==> src/rtl/key_debounce_multi.sv <==
// Multi-channel key debouncer: per-channel sync, glitch filter, hold timer, edge/long pulses, press-event encoder.
// Optional auto-repeat enabled by defining KEY_REPEAT_EN.
module key_debounce_multi #(
   parameter int NUM_KEYS          = 4,
   parameter int DEBOUNCE_CYCLES   = 20000,
   parameter int LONG_PRESS_CYCLES = 1000000,
   parameter int REPEAT_CYCLES     = 200000,
   parameter int IDX_W             = (NUM_KEYS > 1) ? $clog2(NUM_KEYS) : 1
) (
   input  logic                clk,
   input  logic                rst,
   input  logic [NUM_KEYS-1:0] key_in,
   output logic [NUM_KEYS-1:0] key_level,
   output logic [NUM_KEYS-1:0] key_pressed,
   output logic [NUM_KEYS-1:0] key_released,
   output logic [NUM_KEYS-1:0] key_long,
   output logic [NUM_KEYS-1:0] key_repeat,
   output logic                event_valid,
   output logic [IDX_W-1:0]    event_index
);

   localparam int DB_W   = $clog2(DEBOUNCE_CYCLES);
   localparam int HOLD_W = $clog2(LONG_PRESS_CYCLES + 1);
   localparam logic [DB_W-1:0]   DB_LAST  = DB_W'(DEBOUNCE_CYCLES - 1);
   localparam logic [HOLD_W-1:0] HOLD_MAX = HOLD_W'(LONG_PRESS_CYCLES);
   localparam logic [HOLD_W-1:0] HOLD_PRE = HOLD_W'(LONG_PRESS_CYCLES - 1);

   if (NUM_KEYS < 1 || NUM_KEYS > 16 || DEBOUNCE_CYCLES < 2 ||
       LONG_PRESS_CYCLES <= DEBOUNCE_CYCLES || REPEAT_CYCLES < 2) begin : g_param_check
      $error("key_debounce_multi: illegal parameter set");
   end

   logic [NUM_KEYS-1:0] sync_p0, sync_p1;
   logic [NUM_KEYS-1:0] stable_p2, stable_p3;
   logic [DB_W-1:0]     db_cnt   [NUM_KEYS];
   logic [HOLD_W-1:0]   hold_cnt [NUM_KEYS];
   logic [NUM_KEYS-1:0] ev_vec;
   logic [IDX_W-1:0]    ev_idx;

   // stage p0/p1: two-flop synchroniser
   always_ff @(posedge clk or posedge rst) begin
      if (rst) begin
         sync_p0 <= '0;
         sync_p1 <= '0;
      end else begin
         sync_p0 <= key_in;
         sync_p1 <= sync_p0;
      end
   end

   // stage p2: any agreeing sample restarts the run
   always_ff @(posedge clk or posedge rst) begin
      if (rst) begin
         stable_p2 <= '0;
         for (int i = 0; i < NUM_KEYS; i++) db_cnt[i] <= '0;
      end else begin
         for (int i = 0; i < NUM_KEYS; i++) begin
            if (sync_p1[i] == stable_p2[i]) begin
               db_cnt[i] <= '0;
            end else if (db_cnt[i] == DB_LAST) begin
               stable_p2[i] <= sync_p1[i];
               db_cnt[i]    <= '0;
            end else begin
               db_cnt[i] <= db_cnt[i] + 1'b1;
            end
         end
      end
   end

   assign key_level = stable_p2;

   // stage p3: edge pulses and hold timer
   always_ff @(posedge clk or posedge rst) begin
      if (rst) begin
         stable_p3    <= '0;
         key_pressed  <= '0;
         key_released <= '0;
         key_long     <= '0;
         for (int i = 0; i < NUM_KEYS; i++) hold_cnt[i] <= '0;
      end else begin
         stable_p3    <= stable_p2;
         key_pressed  <= stable_p2 & ~stable_p3;
         key_released <= ~stable_p2 & stable_p3;
         for (int i = 0; i < NUM_KEYS; i++) begin
            if (!stable_p2[i])
               hold_cnt[i] <= '0;
            else if (hold_cnt[i] != HOLD_MAX)
               hold_cnt[i] <= hold_cnt[i] + 1'b1;
            // saturation at HOLD_MAX keeps this from re-firing until release
            key_long[i] <= stable_p2[i] && (hold_cnt[i] == HOLD_PRE);
         end
      end
   end

`ifdef KEY_REPEAT_EN
   localparam int REP_W = $clog2(REPEAT_CYCLES);
   localparam logic [REP_W-1:0] REP_LAST = REP_W'(REPEAT_CYCLES - 1);
   localparam logic [REP_W-1:0] REP_ONE  = REP_W'(1);

   logic [REP_W-1:0]    rep_cnt [NUM_KEYS];
   logic [NUM_KEYS-1:0] rep_act;

   // counter is primed with 1 on the key_long cycle so the first repeat lands REPEAT_CYCLES later
   always_ff @(posedge clk or posedge rst) begin
      if (rst) begin
         rep_act    <= '0;
         key_repeat <= '0;
         for (int i = 0; i < NUM_KEYS; i++) rep_cnt[i] <= '0;
      end else begin
         for (int i = 0; i < NUM_KEYS; i++) begin
            key_repeat[i] <= 1'b0;
            if (!stable_p2[i]) begin
               rep_act[i] <= 1'b0;
               rep_cnt[i] <= '0;
            end else if (key_long[i]) begin
               rep_act[i] <= 1'b1;
               rep_cnt[i] <= REP_ONE;
            end else if (rep_act[i]) begin
               key_repeat[i] <= (rep_cnt[i] == REP_LAST);
               rep_cnt[i]    <= (rep_cnt[i] == REP_LAST) ? '0 : rep_cnt[i] + 1'b1;
            end
         end
      end
   end

   assign ev_vec = key_pressed | key_repeat;
`else
   assign key_repeat = '0;
   assign ev_vec     = key_pressed;
`endif

   always_comb begin
      ev_idx = '0;
      for (int i = NUM_KEYS - 1; i >= 0; i--)
         if (ev_vec[i]) ev_idx = IDX_W'(i);
   end

   // stage p4: registered event summary, lowest channel wins
   always_ff @(posedge clk or posedge rst) begin
      if (rst) begin
         event_valid <= 1'b0;
         event_index <= '0;
      end else begin
         event_valid <= |ev_vec;
         event_index <= ev_idx;
      end
   end

endmodule

==> config.mk <==
export PLATFORM = sky130hd
export DESIGN_NAME = key_debounce_multi
export DESIGN_NICKNAME = d
export VERILOG_FILES = /design/src/rtl/key_debounce_multi.sv
export SDC_FILE = /design/constraint.sdc
export NUM_CORES = 1
export LEC_CHECK = 0
export ABC_AREA = 1
export CAP_MARGIN = 20
export CORE_MARGIN = 1
export CORE_UTILIZATION = 49
export CTS_CLUSTER_SIZE = 24
export DETAILED_ROUTE_END_ITERATION = 7
export PLACE_DENSITY = 0.7
export SYNTH_ARGS = -nofsm -noshare
export SYNTH_HDL_FRONTEND = slang
export SYNTH_SLANG_ARGS = --single-unit
==> constraint.sdc <==
create_clock -name clk -period 9.21 [get_ports clk]
set_input_delay 0.921 -clock clk [delete_from_list [all_inputs] [get_ports clk]]
set_output_delay 0.921 -clock clk [all_outputs]
set_load 0.01 [all_outputs]
==> metrics.md, run 1 <==
| Metric | Value |
|---|---|
| Outcome | `complete, but fails checks` |
| Failing checks | `DRC` |
| Num CTS Buffers | `17` |
| Lkg Pwr | `between 0.004 and 0.005 uW` |
| Post-synth cell types | `38` |
| Clock Skew | `about 0.011 ns` |
| WL final | `around 17 mm` |
| First drt pass iteration count | `6` |
| Cell taking the most area after synthesis | `dfrtp_1` |
| Post-DR wirelength/cell | `between 10 and 15 um` |
| First-pass GRT wire length | `31.1 mm` |
| Vias | `about 7.4k` |
| Post-synth EDFFs | `0` |
| Worst r2r dst | `hold_cnt[1]` |
| Async SR Flop Fraction | `between 90% and 100%` |
| CP Max Fanout | `24` |
| Clk root buf | `clkbuf_16` |
| Via/cell ratio | `a little under 5` |
| Flops & latches, synth | `171` |
| CP required | `between 8 and 9 ns` |
| IO buf count | `24` |
| Syn Inst Count | `roughly 1.2k` |
| Worst hold path class | `reg -> reg` |
| WS Path Type | `reg -> out` |
| Setup WS post-layout | `6.38 ns` |
| FMAX | `about 0.35 GHz` |
| Clock-pin slew on the worst setup and hold paths | `~0.06 ns` |
| Antenna cells | `0` |
| Die outline width | `around 140 um` |
| Final Slew Violations | `0` |
| Hold_buf cts | `0` |
| Grt total ovfl | `0` |
| FF-to-FF Start | `key_level[3]` |
| Post-CTS Resized | `0` |
| Met3 usage | `~4.3%` |
| Initial Util | `between 50% and 60%` |
| Area grow syn2layout | `11.3%` |
| CP bufs+invs | `1` |
| Synthesized area per cell | `between 7 and 8 um2` |
| Share of cells above drive strength 1 | `9.79%` |
| RSZ-0062 raised after global routing | `no` |
| CTS tree | `yes` |
| Worst Path Arrival | `~1.9 ns` |
| Gr usage total | `between 10% and 20%` |
| Cell family with most CP delay | `flip-flops` |
| Final Cycle Share | `a little over 30%` |
| Busiest layer in global routing | `met2` |
| Initial antenna violation count | `1` |
| DP HPWL | `roughly 12 mm` |
| Max_cap viols | `0` |
| Layout Cells excl Fill | `1495` |
| Slowest-stage cell, CP | `dfrtp_1` |
| Initial DRC Count | `between 300 and 400` |
| CP Cell Sequence | `clkdlybuf4s50_1` |
| H-tree Lvls | `4` |
| CTS Buffer Depth | `2` |
| Post-synthesis cell area | `9230 um2` |
| Crit end category | `output port` |
| Commonest non-fill, non-tap cells in the layout | `nand2_1 (263), nor2_1 (229), dfrtp_1 (171)` |
| Worst-margin pin slew | `between 0.8 and 0.9 ns` |
| Yosys top cell area share | `~46%` |
| Commonest non-fill, non-tap cell in the layout | `nand2_1` |
| Primary FF master, synth | `dfrtp_1` |
| Final nets | `1271` |
| Met2 Use GR | `a little under a third` |
| RePlAce Congestion | `~0.83` |
| Number of global-route vias before repair | `~7.0k` |
| # rows | `just under 50` |
| Setup crit start kind | `flop` |
| DRT antenna net count | `0` |
| Clock Latency Late Sink | `between 0.4 and 0.5 ns` |
| Worst Hold Path Cells | `0` |
| Pwr/cell area | `approximately 140 nW/um2` |
| Crit-path max cell delay | `0.82 ns` |
| Die area | `19400 um2` |
| Inst Count DP | `1463` |
| Final worst path period need | `between 2 and 3 ns` |
| Most area-consuming cells after synthesis | `dfrtp_1 (46%), nand2_1 (11%), nor2_1 (9.3%)` |
| Largest net degree at the start of global routing | `102` |
| Total power | `1480 uW` |
| Min-delay src | `sync_p0[2]` |
| Pre-CTS setup slack | `around 6.1 ns` |
| Reg2reg path depth | `7` |
| CTS sink count | `~170` |
| Setup slack, reg-to-reg | `about 7.4 ns` |
| Final hold violation count | `0` |
| Placed cell area | `approximately 9700 um2` |
| Worst Hold End | `sync_p1[2]` |
| Max-slew headroom | `40.7%` |
| Post-CTS Setup Bufs | `0` |
| # setup viols final | `0` |
| VDD IR-drop max | `around 0.12 mV` |
| Setup TNS | `0 ns` |
| IO Pins | `29` |
| Sequential fraction of the synthesis area | `a little under half` |
| Total core area | `18200 um2` |
| DRC | `3` |
| Met1 GRT Util | `about a quarter` |
| Cell area after layout | `10300 um2` |
| DIE HEIGHT | `between 100 and 150 um` |
| Synth Warn # | `0` |
==> per-stage QoR <==
stage                     hold WS [ns]  util, %
after floorplan                  0.331        -
after global placement           0.333     53.3
after detailed placement         0.336     53.3
after CTS                        0.350     56.4
after global routing             0.352     56.4
final                            0.348     56.4
==> synth_stat cells, types with 15 or more instances <==
master   instances
nand4_1         25
nor3_1          30
xor2_1          28
dfrtp_1        171
a21oi_1         43
nor2_1         229
nor2_2          37
o21ai_1         15
inv_2           19
o21ai_0         30
inv_1          147
nand3_1         95
nand2_1        263
==> logic make-up (layout without fill, tap and decap cells) <==
kind of cell             count (synthesis)  count (layout)  share of synthesized area [%]
AO/OA/AOI/OAI                           97              97                           5.52
XOR/XNOR                                36              36                           3.50
adder cells (fa/ha/maj)                 12              12                           1.63
buffers and inverters                  185             227                           7.82
flip-flops                             171             171                           46.4
other                                    1               4                         0.0406
AND/OR/NAND/NOR                        719             719                           35.1
==> where the power goes <==
part / total, uW / internal, uW / switching [uW]
Clock: 687 / 388 / 300
Sequential: 761 / 757 / 4.47
Combinational: 34.3 / 8.22 / 26.1
==> sequential cells by signal (all words and copies together) (netlist names) <==
register      cells
event_valid       1
key_released      4
sync_p1           4
event_index       2
key_long          4
sync_p0           4
key_pressed       4
key_level         4
hold_cnt         80
db_cnt           60
stable_p3         4
==> metal layers <==
metal	share of wire (%)	up-vias
met5	0.070	-
met4	0.95	2
met3	3.2	15
met2	46	92
met1	49	3414
li1	-	3890
==> how the worst max path moves through the flow <==
stage          depth (start not counted)    startpoint           end
4_1_cts                                1  key_level[1]  key_level[1]
6_report                               1  key_level[1]  key_level[1]
3_3_place_gp                           3           rst    db_cnt[17]
3_5_place_dp                           3           rst    db_cnt[17]
2_1_floorplan                          1           rst     db_cnt[0]
5_1_grt                                1  key_level[1]  key_level[1]
==> final cells by class <==
class	instances	area, um2
Clock buffer	19	453
Clock inverter	13	118
Tap cell	229	287
Timing Repair Buffer	26	255
Inverter	169	639
Sequential cell	171	4280
Multi-Input combinational cell	868	4240
Fill cell	1707	7940
Power figures use the tool's default switching activity.
==> inputs of run 2 (changes only) <==
==> constraint.sdc (replaced) <==
create_clock -name clk -period 2.7 [get_ports clk]
set_input_delay 0.27 -clock clk [delete_from_list [all_inputs] [get_ports clk]]
set_output_delay 0.27 -clock clk [all_outputs]
set_load 0.01 [all_outputs]
==> metrics.md, run 2 (synthesis results as in run 1) <==
| Metric | Value |
|---|---|
| Reg2reg path depth | `8` |
| IO Pins | `29` |
| DP HPWL | `12.4 mm` |
| WL final | `between 15 and 20 mm` |
| Commonest non-fill, non-tap cells in the layout | `nand2_1 (263), nor2_1 (229), dfrtp_1 (171)` |
| Post-DR wirelength/cell | `roughly 12 um` |
| Hold WS | `between 0.15 and 0.2 ns` |
| Final Slew Violations | `0` |
| Die area | `between 15000 and 20000 um2` |
| Setup slack, reg-to-reg | `1.14 ns` |
| Max-slew headroom | `just over 60%` |
| RSZ-0062 raised after global routing | `no` |
| Total core area | `about 18000 um2` |
| Initial antenna violation count | `0` |
| VDD IR-drop max | `0.417 mV` |
| Lkg Pwr | `~0.0043 uW` |
| H-tree Lvls | `4` |
| Slowest-stage cell, CP | `dfrtp_1` |
| Cell family with most CP delay | `flip-flops` |
| Clock Skew | `~0.008 ns` |
| Clock-pin slew on the worst setup and hold paths | `about 0.06 ns` |
| CTS Buffer Depth | `2` |
| CTS tree | `yes` |
| First drt pass iteration count | `7` |
| Via/cell ratio | `around 5` |
| Inst Count DP | `approximately 1.5k` |
| Commonest non-fill, non-tap cell in the layout | `nand2_1` |
| Num CTS Buffers | `17` |
| Layout Cells excl Fill | `around 1.5k` |
| Clock Latency Late Sink | `0.43 ns` |
| Max reg flops | `80` |
| # setup viols final | `0` |
| Crit-path max cell delay | `approximately 0.72 ns` |
| Largest Register | `hold_cnt` |
| CP Cell Sequence | `clkdlybuf4s50_1` |
| Die outline width | `139 um` |
| Sequential power share | `between 50% and 60%` |
| Vias | `about 7.4k` |
| DIE HEIGHT | `between 100 and 150 um` |
| CP required | `2.43 ns` |
| FF-to-FF Start | `db_cnt[15]` |
| Met3 WL | `between 400 and 500 um` |
| Outcome | `complete, but fails checks` |
| Crit end category | `output port` |
| # rows | `49` |
| Antenna cells | `0` |
| Pwr/cell area | `around 500 nW/um2` |
| Setup WS post-layout | `around 0.64 ns` |
| Max_cap viols | `0` |
| FMAX | `approximately 0.49 GHz` |
| Final Cycle Share | `between 70% and 80%` |
| First-pass GRT wire length | `~31 mm` |
| Final nets | `1275` |
| Clk root buf | `clkbuf_16` |
| P_int | `a little over 4000 uW` |
| Worst Path Arrival | `roughly 1.8 ns` |
| Failing checks | `DRC` |
| Grt total ovfl | `0` |
| Number of global-route vias before repair | `about 7.0k` |
| WS Path Type | `reg -> out` |
| Setup crit start kind | `flop` |
| Area grow syn2layout | `12.1%` |
| Share of cells above drive strength 1 | `9.77%` |
| Met2 WL | `8.10 mm` |
| Combinational Power Share | `2.4%` |
| Pre-CTS setup slack | `between 1 and 1.5 ns` |
| Worst r2r dst | `db_cnt[15]` |
| Core Util, Final | `between 50% and 60%` |
| Initial Util | `approximately half` |
| Post-CTS Resized | `0` |
| DRT antenna net count | `0` |
| Post-CTS Setup Bufs | `0` |
| RePlAce Congestion | `0.888` |
| Setup TNS | `0 ns` |
| Uppermost layer routed | `met4` |
| Biggest regs | `hold_cnt (80), db_cnt (60)` |
| M1 wire length | `8.53 mm` |
| Final hold violation count | `0` |
| CP bufs+invs | `1` |
| Worst-margin pin slew | `0.591 ns` |
| P_sw | `1050 uW` |
| Initial DRC Count | `~370` |
| Final worst path period need | `between 2 and 2.5 ns` |
| Gr usage total | `19.7%` |
| Hold_buf cts | `0` |
| CTS sink count | `between 150 and 200` |
| Sw Share | `20.5%` |
| IO buf count | `24` |
| Worst hold path class | `in -> async` |
| CP Max Fanout | `21` |
| DRC | `3` |
| Clock network fraction of total power | `between 40 and 50%` |
| Largest net degree at the start of global routing | `72` |
==> run 2: cell count changes in the layout (fill, tap and decap cells not counted), sizes merged <==
| cell | change |
|---|---|
| buf | +4 |
| bufinv | +1 |
| clkbuf | +6 |
| clkinv | -4 |
| clkinvlp | -1 |
| inv | -3 |
==> run 2: power by group through the flow <==
stage,clock network [uW],registers [uW],logic [uW]
finish,2430,2600,123
global route,2620,2600,149
CTS,2500,2600,130
detailed placement,0,2650,131
global placement,0,2650,129
floorplan,0,2640,94.1
==> run 2: layout make-up <==
class	instances	area, um2
Tap cell	229	287
Timing Repair Buffer	30	310
Inverter	169	638
Sequential cell	171	4280
Clock inverter	6	85.1
Fill cell	1672	7870
Clock buffer	25	505
Multi-Input combinational cell	868	4240
==> run 2: worst max path at each step <==
stage / from / end / cells past startpoint
floorplan: rst / db_cnt[0] / 1
global placement: key_level[0] / key_level[0] / 1
detailed placement: key_level[0] / key_level[0] / 1
CTS: key_level[0] / key_level[0] / 1
global route: key_level[0] / key_level[0] / 1
finish: key_level[0] / key_level[0] / 1
==> run 2: worst register-to-register path, cell delays in order, from the launching register on <==
cell	delay, ns
dfrtp_1	0.41
ha_1	0.27
inv_2	0.06
nor2_2	0.20
inv_2	0.05
nor2_1	0.13
nand3_1	0.14
nand2_1	0.13
nor2_1	0.05
==> run 2: layer usage <==
metal,up-vias,GRT usage (%)
li1,3907,-
met4,0,7.02
met1,3423,26.1
met2,89,32.1
met3,17,3.65
met5,-,0
==> run 2: stage by stage <==
stage                     instance area, um2  total power [uW]
after floorplan                         9240              2740
after global placement                  9750              2770
after detailed placement                9750              2780
after CTS                              10300              5230
after global routing                   10300              5370
final                                  10300              5150
